$ cat src/rtl/fg_waveform_meas.sv
// Waveform measurement: recovers rise/ON/fall/low durations, period and peak of a
// trapezoid/pulse sample stream. Optional slope capture enabled by FG_MEAS_SLOPE_EN.
module fg_waveform_meas #(
    parameter int WAVEFORM_BITWIDTH = 16,
    parameter int COUNTER_BITWIDTH  = 32
) (
    input  logic                         clk_i,
    input  logic                         rst_i,
    input  logic                         clk_en_i,
    input  logic [WAVEFORM_BITWIDTH:0]   sample_i,
    output logic [COUNTER_BITWIDTH-1:0]  rise_cnt_o,
    output logic [COUNTER_BITWIDTH-1:0]  on_cnt_o,
    output logic [COUNTER_BITWIDTH-1:0]  fall_cnt_o,
    output logic [COUNTER_BITWIDTH-1:0]  low_cnt_o,
    output logic [COUNTER_BITWIDTH-1:0]  period_o,
    output logic [WAVEFORM_BITWIDTH:0]   amplitude_o,
    output logic                         valid_o,
    output logic [WAVEFORM_BITWIDTH:0]   rise_step_o,
    output logic [WAVEFORM_BITWIDTH:0]   fall_step_o
);
    localparam int SW = WAVEFORM_BITWIDTH + 1;
    localparam int CW = COUNTER_BITWIDTH;

    typedef enum logic [2:0] {
        ST_SYNC = 3'd0,
        ST_RISE = 3'd1,
        ST_ON   = 3'd2,
        ST_FALL = 3'd3,
        ST_LOW  = 3'd4
    } state_t;

    function automatic logic [CW-1:0] f_sat_inc(input logic [CW-1:0] x);
        if (x == {CW{1'b1}}) begin
            f_sat_inc = x;
        end else begin
            f_sat_inc = x + {{(CW-1){1'b0}}, 1'b1};
        end
    endfunction

    state_t           r_state;
    state_t           w_state_nxt;
    logic             w_start;
    logic             w_publish;
    logic [SW-1:0]    r_prev;
    logic [CW-1:0]    r_rise, r_on, r_fall, r_low;
    logic [CW-1:0]    w_rise_nxt, w_on_nxt, w_fall_nxt, w_low_nxt;
    logic [SW-1:0]    r_peak, w_peak_nxt;
    logic [CW+1:0]    w_period_sum;
    logic [CW-1:0]    w_period_clamped;
    logic [CW-1:0]    r_rise_out, r_on_out, r_fall_out, r_low_out, r_period_out;
    logic [SW-1:0]    r_amp_out;
    logic             r_valid;

    logic w_s_zero, w_s_gt, w_s_eq, w_s_lt;
    assign w_s_zero = (sample_i == {SW{1'b0}});
    assign w_s_gt   = (sample_i > r_prev);
    assign w_s_eq   = (sample_i == r_prev);
    assign w_s_lt   = (sample_i < r_prev);

    always_ff @(posedge clk_i or posedge rst_i) begin
        if (rst_i) begin
            r_state <= ST_SYNC;
        end else if (clk_en_i) begin
            r_state <= w_state_nxt;
        end
    end

    // A restart out of FALL or LOW publishes the finished period and starts a new one.
    always_comb begin
        w_state_nxt = r_state;
        w_start     = 1'b0;
        w_publish   = 1'b0;
        if (clk_en_i) begin
            case (r_state)
                ST_SYNC: begin
                    if ((r_prev == {SW{1'b0}}) && !w_s_zero) begin
                        w_state_nxt = ST_RISE;
                        w_start     = 1'b1;
                    end else begin
                        w_state_nxt = ST_SYNC;
                    end
                end
                ST_RISE: begin
                    if (w_s_zero)      w_state_nxt = ST_LOW;
                    else if (w_s_gt)   w_state_nxt = ST_RISE;
                    else if (w_s_eq)   w_state_nxt = ST_ON;
                    else               w_state_nxt = ST_FALL;
                end
                ST_ON: begin
                    if (w_s_zero)      w_state_nxt = ST_LOW;
                    else if (w_s_eq)   w_state_nxt = ST_ON;
                    else if (w_s_lt)   w_state_nxt = ST_FALL;
                    else               w_state_nxt = ST_SYNC;
                end
                ST_FALL: begin
                    if (w_s_zero) begin
                        w_state_nxt = ST_LOW;
                    end else if (w_s_lt) begin
                        w_state_nxt = ST_FALL;
                    end else begin
                        w_state_nxt = ST_RISE;
                        w_start     = 1'b1;
                        w_publish   = 1'b1;
                    end
                end
                ST_LOW: begin
                    if (w_s_zero) begin
                        w_state_nxt = ST_LOW;
                    end else begin
                        w_state_nxt = ST_RISE;
                        w_start     = 1'b1;
                        w_publish   = 1'b1;
                    end
                end
                default: w_state_nxt = ST_SYNC;
            endcase
        end else begin
            w_state_nxt = r_state;
        end
    end

    // Staying in a phase extends its counter; entering one starts it at 1.
    always_comb begin
        w_rise_nxt = r_rise;
        w_on_nxt   = r_on;
        w_fall_nxt = r_fall;
        w_low_nxt  = r_low;
        w_peak_nxt = r_peak;
        if (w_start) begin
            w_rise_nxt = {{(CW-1){1'b0}}, 1'b1};
            w_on_nxt   = {CW{1'b0}};
            w_fall_nxt = {CW{1'b0}};
            w_low_nxt  = {CW{1'b0}};
            w_peak_nxt = sample_i;
        end else if (clk_en_i) begin
            case (w_state_nxt)
                ST_RISE: begin
                    w_rise_nxt = f_sat_inc(r_rise);
                    w_peak_nxt = sample_i;
                end
                ST_ON:   w_on_nxt   = (r_state == ST_ON)   ? f_sat_inc(r_on)   : {{(CW-1){1'b0}}, 1'b1};
                ST_FALL: w_fall_nxt = (r_state == ST_FALL) ? f_sat_inc(r_fall) : {{(CW-1){1'b0}}, 1'b1};
                ST_LOW:  w_low_nxt  = (r_state == ST_LOW)  ? f_sat_inc(r_low)  : {{(CW-1){1'b0}}, 1'b1};
                default: w_peak_nxt = r_peak;
            endcase
        end else begin
            w_peak_nxt = r_peak;
        end
    end

    assign w_period_sum = {2'b00, r_rise} + {2'b00, r_on} + {2'b00, r_fall} + {2'b00, r_low};
    assign w_period_clamped = (|w_period_sum[CW+1:CW]) ? {CW{1'b1}} : w_period_sum[CW-1:0];

    // Counters, previous sample and published result registers.
    always_ff @(posedge clk_i or posedge rst_i) begin
        if (rst_i) begin
            r_prev       <= {SW{1'b0}};
            r_rise       <= {CW{1'b0}};
            r_on         <= {CW{1'b0}};
            r_fall       <= {CW{1'b0}};
            r_low        <= {CW{1'b0}};
            r_peak       <= {SW{1'b0}};
            r_rise_out   <= {CW{1'b0}};
            r_on_out     <= {CW{1'b0}};
            r_fall_out   <= {CW{1'b0}};
            r_low_out    <= {CW{1'b0}};
            r_period_out <= {CW{1'b0}};
            r_amp_out    <= {SW{1'b0}};
            r_valid      <= 1'b0;
        end else begin
            r_valid <= w_publish;
            if (clk_en_i) begin
                r_prev <= sample_i;
                r_rise <= w_rise_nxt;
                r_on   <= w_on_nxt;
                r_fall <= w_fall_nxt;
                r_low  <= w_low_nxt;
                r_peak <= w_peak_nxt;
            end
            if (w_publish) begin
                r_rise_out   <= r_rise;
                r_on_out     <= r_on;
                r_fall_out   <= r_fall;
                r_low_out    <= r_low;
                r_period_out <= w_period_clamped;
                r_amp_out    <= r_peak;
            end
        end
    end

    assign rise_cnt_o  = r_rise_out;
    assign on_cnt_o    = r_on_out;
    assign fall_cnt_o  = r_fall_out;
    assign low_cnt_o   = r_low_out;
    assign period_o    = r_period_out;
    assign amplitude_o = r_amp_out;
    assign valid_o     = r_valid;

`ifdef FG_MEAS_SLOPE_EN
    logic [SW-1:0] r_rise_step, r_fall_step, w_rise_step_nxt, w_fall_step_nxt;
    logic [SW-1:0] r_rise_step_out, r_fall_step_out;

    // Fall step is captured on any entry into FALL, including straight from RISE.
    always_comb begin
        w_rise_step_nxt = r_rise_step;
        w_fall_step_nxt = r_fall_step;
        if (w_start) begin
            w_rise_step_nxt = sample_i - r_prev;
            w_fall_step_nxt = {SW{1'b0}};
        end else if (clk_en_i && (w_state_nxt == ST_FALL) && (r_state != ST_FALL)) begin
            w_fall_step_nxt = r_prev - sample_i;
        end else begin
            w_fall_step_nxt = r_fall_step;
        end
    end

    // Step capture and publication.
    always_ff @(posedge clk_i or posedge rst_i) begin
        if (rst_i) begin
            r_rise_step     <= {SW{1'b0}};
            r_fall_step     <= {SW{1'b0}};
            r_rise_step_out <= {SW{1'b0}};
            r_fall_step_out <= {SW{1'b0}};
        end else begin
            if (clk_en_i) begin
                r_rise_step <= w_rise_step_nxt;
                r_fall_step <= w_fall_step_nxt;
            end
            if (w_publish) begin
                r_rise_step_out <= r_rise_step;
                r_fall_step_out <= r_fall_step;
            end
        end
    end

    assign rise_step_o = r_rise_step_out;
    assign fall_step_o = r_fall_step_out;
`else
    assign rise_step_o = {SW{1'b0}};
    assign fall_step_o = {SW{1'b0}};
`endif

endmodule

$ cat config.mk
export PLATFORM = sky130hd
export DESIGN_NAME = fg_waveform_meas
export DESIGN_NICKNAME = d
export VERILOG_FILES = /design/src/rtl/fg_waveform_meas.sv
export SDC_FILE = /design/constraint.sdc
export NUM_CORES = 1
export LEC_CHECK = 0
export ABC_CLOCK_PERIOD_IN_PS = 25700
export BUFFER_PORTS_ARGS = -buffer_cell sky130_fd_sc_hd__buf_2
export CAP_MARGIN = 20
export CORE_ASPECT_RATIO = 0.7
export CORE_MARGIN = 5
export CORE_UTILIZATION = 65
export CTS_BUF_LIST = sky130_fd_sc_hd__clkbuf_4 sky130_fd_sc_hd__clkbuf_8
export CTS_CLUSTER_SIZE = 24
export DETAILED_ROUTE_END_ITERATION = 16
export GPL_TIMING_DRIVEN = 0
export PLACE_DENSITY = 0.85
export SYNTH_ARGS = -nofsm -noshare
export SYNTH_HDL_FRONTEND = slang
export SYNTH_SLANG_ARGS = --single-unit
$ cat constraint.sdc
create_clock -name clk_i -period 25.7 [get_ports clk_i]
set_clock_uncertainty 0.15 [all_clocks]
set_input_delay 7.71 -clock clk_i [delete_from_list [all_inputs] [get_ports clk_i]]
set_output_delay 7.71 -clock clk_i [all_outputs]
set_load 0.01 [all_outputs]
==> results.yml <==
outcome:
  status: "complete, no violations"
floorplanning:
  die_w_um: 214
  fp.dieH_um: 153
  initial_core_util_pct: 65.7
  coreArea_um2: 28800
  num_io_pins: 232
  row_count: 52
  dieArea_um2: 32700
placement:
  gp_congestion: 0.978
  io_buffer_count: 196
  dpl-instance-area_um2: 20600
  post-place-ws_ns: 13.72
  dp_hpwl_um: 44300
sta:
  post-route-period-util_pct: 45.1
  worst_slew_pin_slew_ns: 1.24
  tns_ns: 0
  setup_viol: 0
  finalCriticalPeriod_ns: 11.59
  hold_viol: 0
  fmaxAchievable_mhz: 86.3
  report.final.slew_viol_count: 0
  rsz0062_at_grt: "false"
  setup_ws_ns: 14.11
  maxSlewHeadroom_pct: 16.7
detailed_routing:
  wl_per_cell_um: 21.2
  drt_iter0_markers: 1800
  vias: 16900
  via_per_inst: 6.16
  routed_wl_um: 57900
  final_antenna_net_count: 0
  dr.pass1.iters: 6
  drc: 0
synth:
  syn_avg_cell_area_um2: 9.30
  synthCells: 2034
  ys_async_sr_fraction_pct: 100
  yosysWarnings: 0
  syn-cell-area_um2: 18900
  seq_area_frac_synth_pct: 45.4
  ys_types: 74
  ys_ff_latch: 343
  synth_edf_count: 0
  ys.flop_type: "dfrtp_1"
critical_path:
  path_buf_inv: 5
  crit_chain: "buf_2 -> ha_1 -> nand4_1 -> or3_1 -> a311o_1 -> a31oi_1 -> o21ai_1 -> buf_6 -> inv_2 -> clkbuf_1 -> clkbuf_1 -> nand2_1 -> nand2_1"
  start_kind: "input pin"
  crit_required_ns: 26.09
  slowest_stage: "clkbuf_1"
  critPathTopFamily: "buffers and inverters"
  arrival_ns: 11.97
  cp_max_fo: 10
  path_class: "in -> reg"
  endpoint_kind: "flop"
  cp_slowest_stage_delay_ns: 0.73
global_routing:
  grt_overflow_total: 0
  grt_pass1_wl_um: 92000
  grt_max_degree: 124
  antenna_found_initial: 2
  grtUsageTotal_pct: 35.2
  first_global_vias: 16700
hold_path:
  hp-class: "reg -> reg"
power:
  p_leak_nw: 11.2
  power_mw: 1.64
  power_density_nw_per_um2: 75.2
  peakVddDrop_mv: 0.0675
cells_and_area:
  synthToLayoutAreaGrowth_pct: 15.1
  fin_area_um2: 21800
  drive_gt1_share_pct: 16.3
  mostFrequentLayoutCell: "nand2_1"
  final_nets: 2460
  final_util_pct: 75.6
  fillers: 2089
  layout_common_cells: "536 x nand2_1, 343 x dfrtp_1, 206 x buf_2, 108 x o21ai_0, 88 x nor2_1"
  diodes: 0
clocking:
  max-clock-path-buffers: 3
  clkTransAtPathRegs_ns: 0.07
  clock_tree.root_cell: "clkbuf_8"
  htree_num_levels: 2
  post_cts_buffers: 0
  cts_resized: 0
  hold_buffers: 0
  cts_tree: "yes"
  insertion_delay_ns: 0.61
  cts_buffers: 52
  cts_sinks: 343
job:
  cap_violations: 0
## tightest hold or removal path, cell delays in order (launching register included)
cell and delay, ns:
dfrtp_1 0.34, nand2_1 0.05, nand2_1 0.05
## registers in the layout (all words and copies together) (netlist names)
signal	flops
period_o	32
low_cnt_o	32
r_peak	17
r_on	32
on_cnt_o	32
r_state	3
valid_o	1
r_prev	17
fall_cnt_o	32
rise_cnt_o	32
r_fall	32
amplitude_o	17
r_rise	32
r_low	32
## layer usage
metal	vias to the layer above	track usage, %	routed length, um
li1	7576	-	-
met1	8208	49.2	23800
met2	939	52.3	25100
met3	142	13.2	7350
met4	4	9.93	1620
met5	-	0	29
## cell type report
cell class                 instances  area, um2  area share [%]
multi-input combinational       1543       9620            44.1
tap                              378        473            2.17
clock inverter                    11        130           0.597
buffer                           120        617            2.83
timing repair buffer             201       1090            5.00
inverter                          61        236            1.09
clock buffer                      82       1040            4.78
sequential                       343       8580            39.4
## final timing paths
kind | startpoint | end | slack [ns] | cells after the start
min in group asynchronous | rst_i | rise_cnt_o[27] | 7.01 | 2
setup / recovery | sample_i[16] | low_cnt_o[30] | 14.11 | 13
setup reg to reg | r_on[1] | period_o[30] | 19.83 | 14
hold reg to reg | r_peak[0] | amplitude_o[0] | 0.31 | 2
max in group asynchronous | rst_i | period_o[8] | 16.65 | 5
hold / removal | r_peak[0] | amplitude_o[0] | 0.31 | 2
## synthesized netlist by cell type, types with 8 or more instances
cell type	n	area share [%]
nand2_1	536	11
dfrtp_1	343	45
o21ai_0	108	2.9
nor2_1	88	1.7
a21oi_1	78	2.1
clkbuf_1	70	1.4
nand3_1	70	1.9
fa_1	64	6.8
inv_1	60	1.2
ha_1	54	3.6
and3_1	43	1.4
nand4_1	37	1.2
buf_4	35	1.4
o22a_1	30	1.4
o31ai_1	30	1.2
nor3_1	28	0.74
xnor2_1	26	1.2
xor2_1	26	1.2
nand2b_1	25	0.83
or3_1	20	0.66
nor4_1	19	0.63
mux2_2	18	1.1
or4_1	18	0.71
mux2i_1	17	0.90
a221o_1	14	0.74
a21o_1	13	0.52
a31oi_1	11	0.36
a22o_1	10	0.46
and2_1	10	0.33
buf_2	10	0.26
o21bai_1	10	0.40
or2_2	9	0.30
and4_1	8	0.37
nor2b_1	8	0.26
o211ai_1	8	0.32
o311ai_0	8	0.37
## per-stage QoR
step	hold slack (ns)	cells
3_5_place_dp	0.299	2645
6_report	0.314	2739
3_3_place_gp	0.294	2641
2_1_floorplan	0.283	2067
5_1_grt	0.341	2739
4_1_cts	0.316	2738
## cell families (layout without fill, tap and decap cells)
group                    Yosys count  count (layout)  synth area share, %
adder cells (fa/ha/maj)          118             118                 10.3
AND/OR/NAND/NOR                  935             935                 22.5
multiplexers                      35              35                 1.97
AO/OA/AOI/OAI                    369             369                 12.9
flip-flops                       343             343                 45.4
other                              1              34               0.0198
buffers and inverters            181             475                 4.47
XOR/XNOR                          52              52                 2.41
## report_power, final
| group | internal, mW | total [mW] | switching [mW] |
|---|---|---|---|
| Sequential | 0.627 | 0.722 | 0.0951 |
| Clock | 0.287 | 0.510 | 0.223 |
| Combinational | 0.166 | 0.406 | 0.240 |
| Total | 1.08 | 1.64 | 0.558 |
Power figures use the tool's default switching activity.
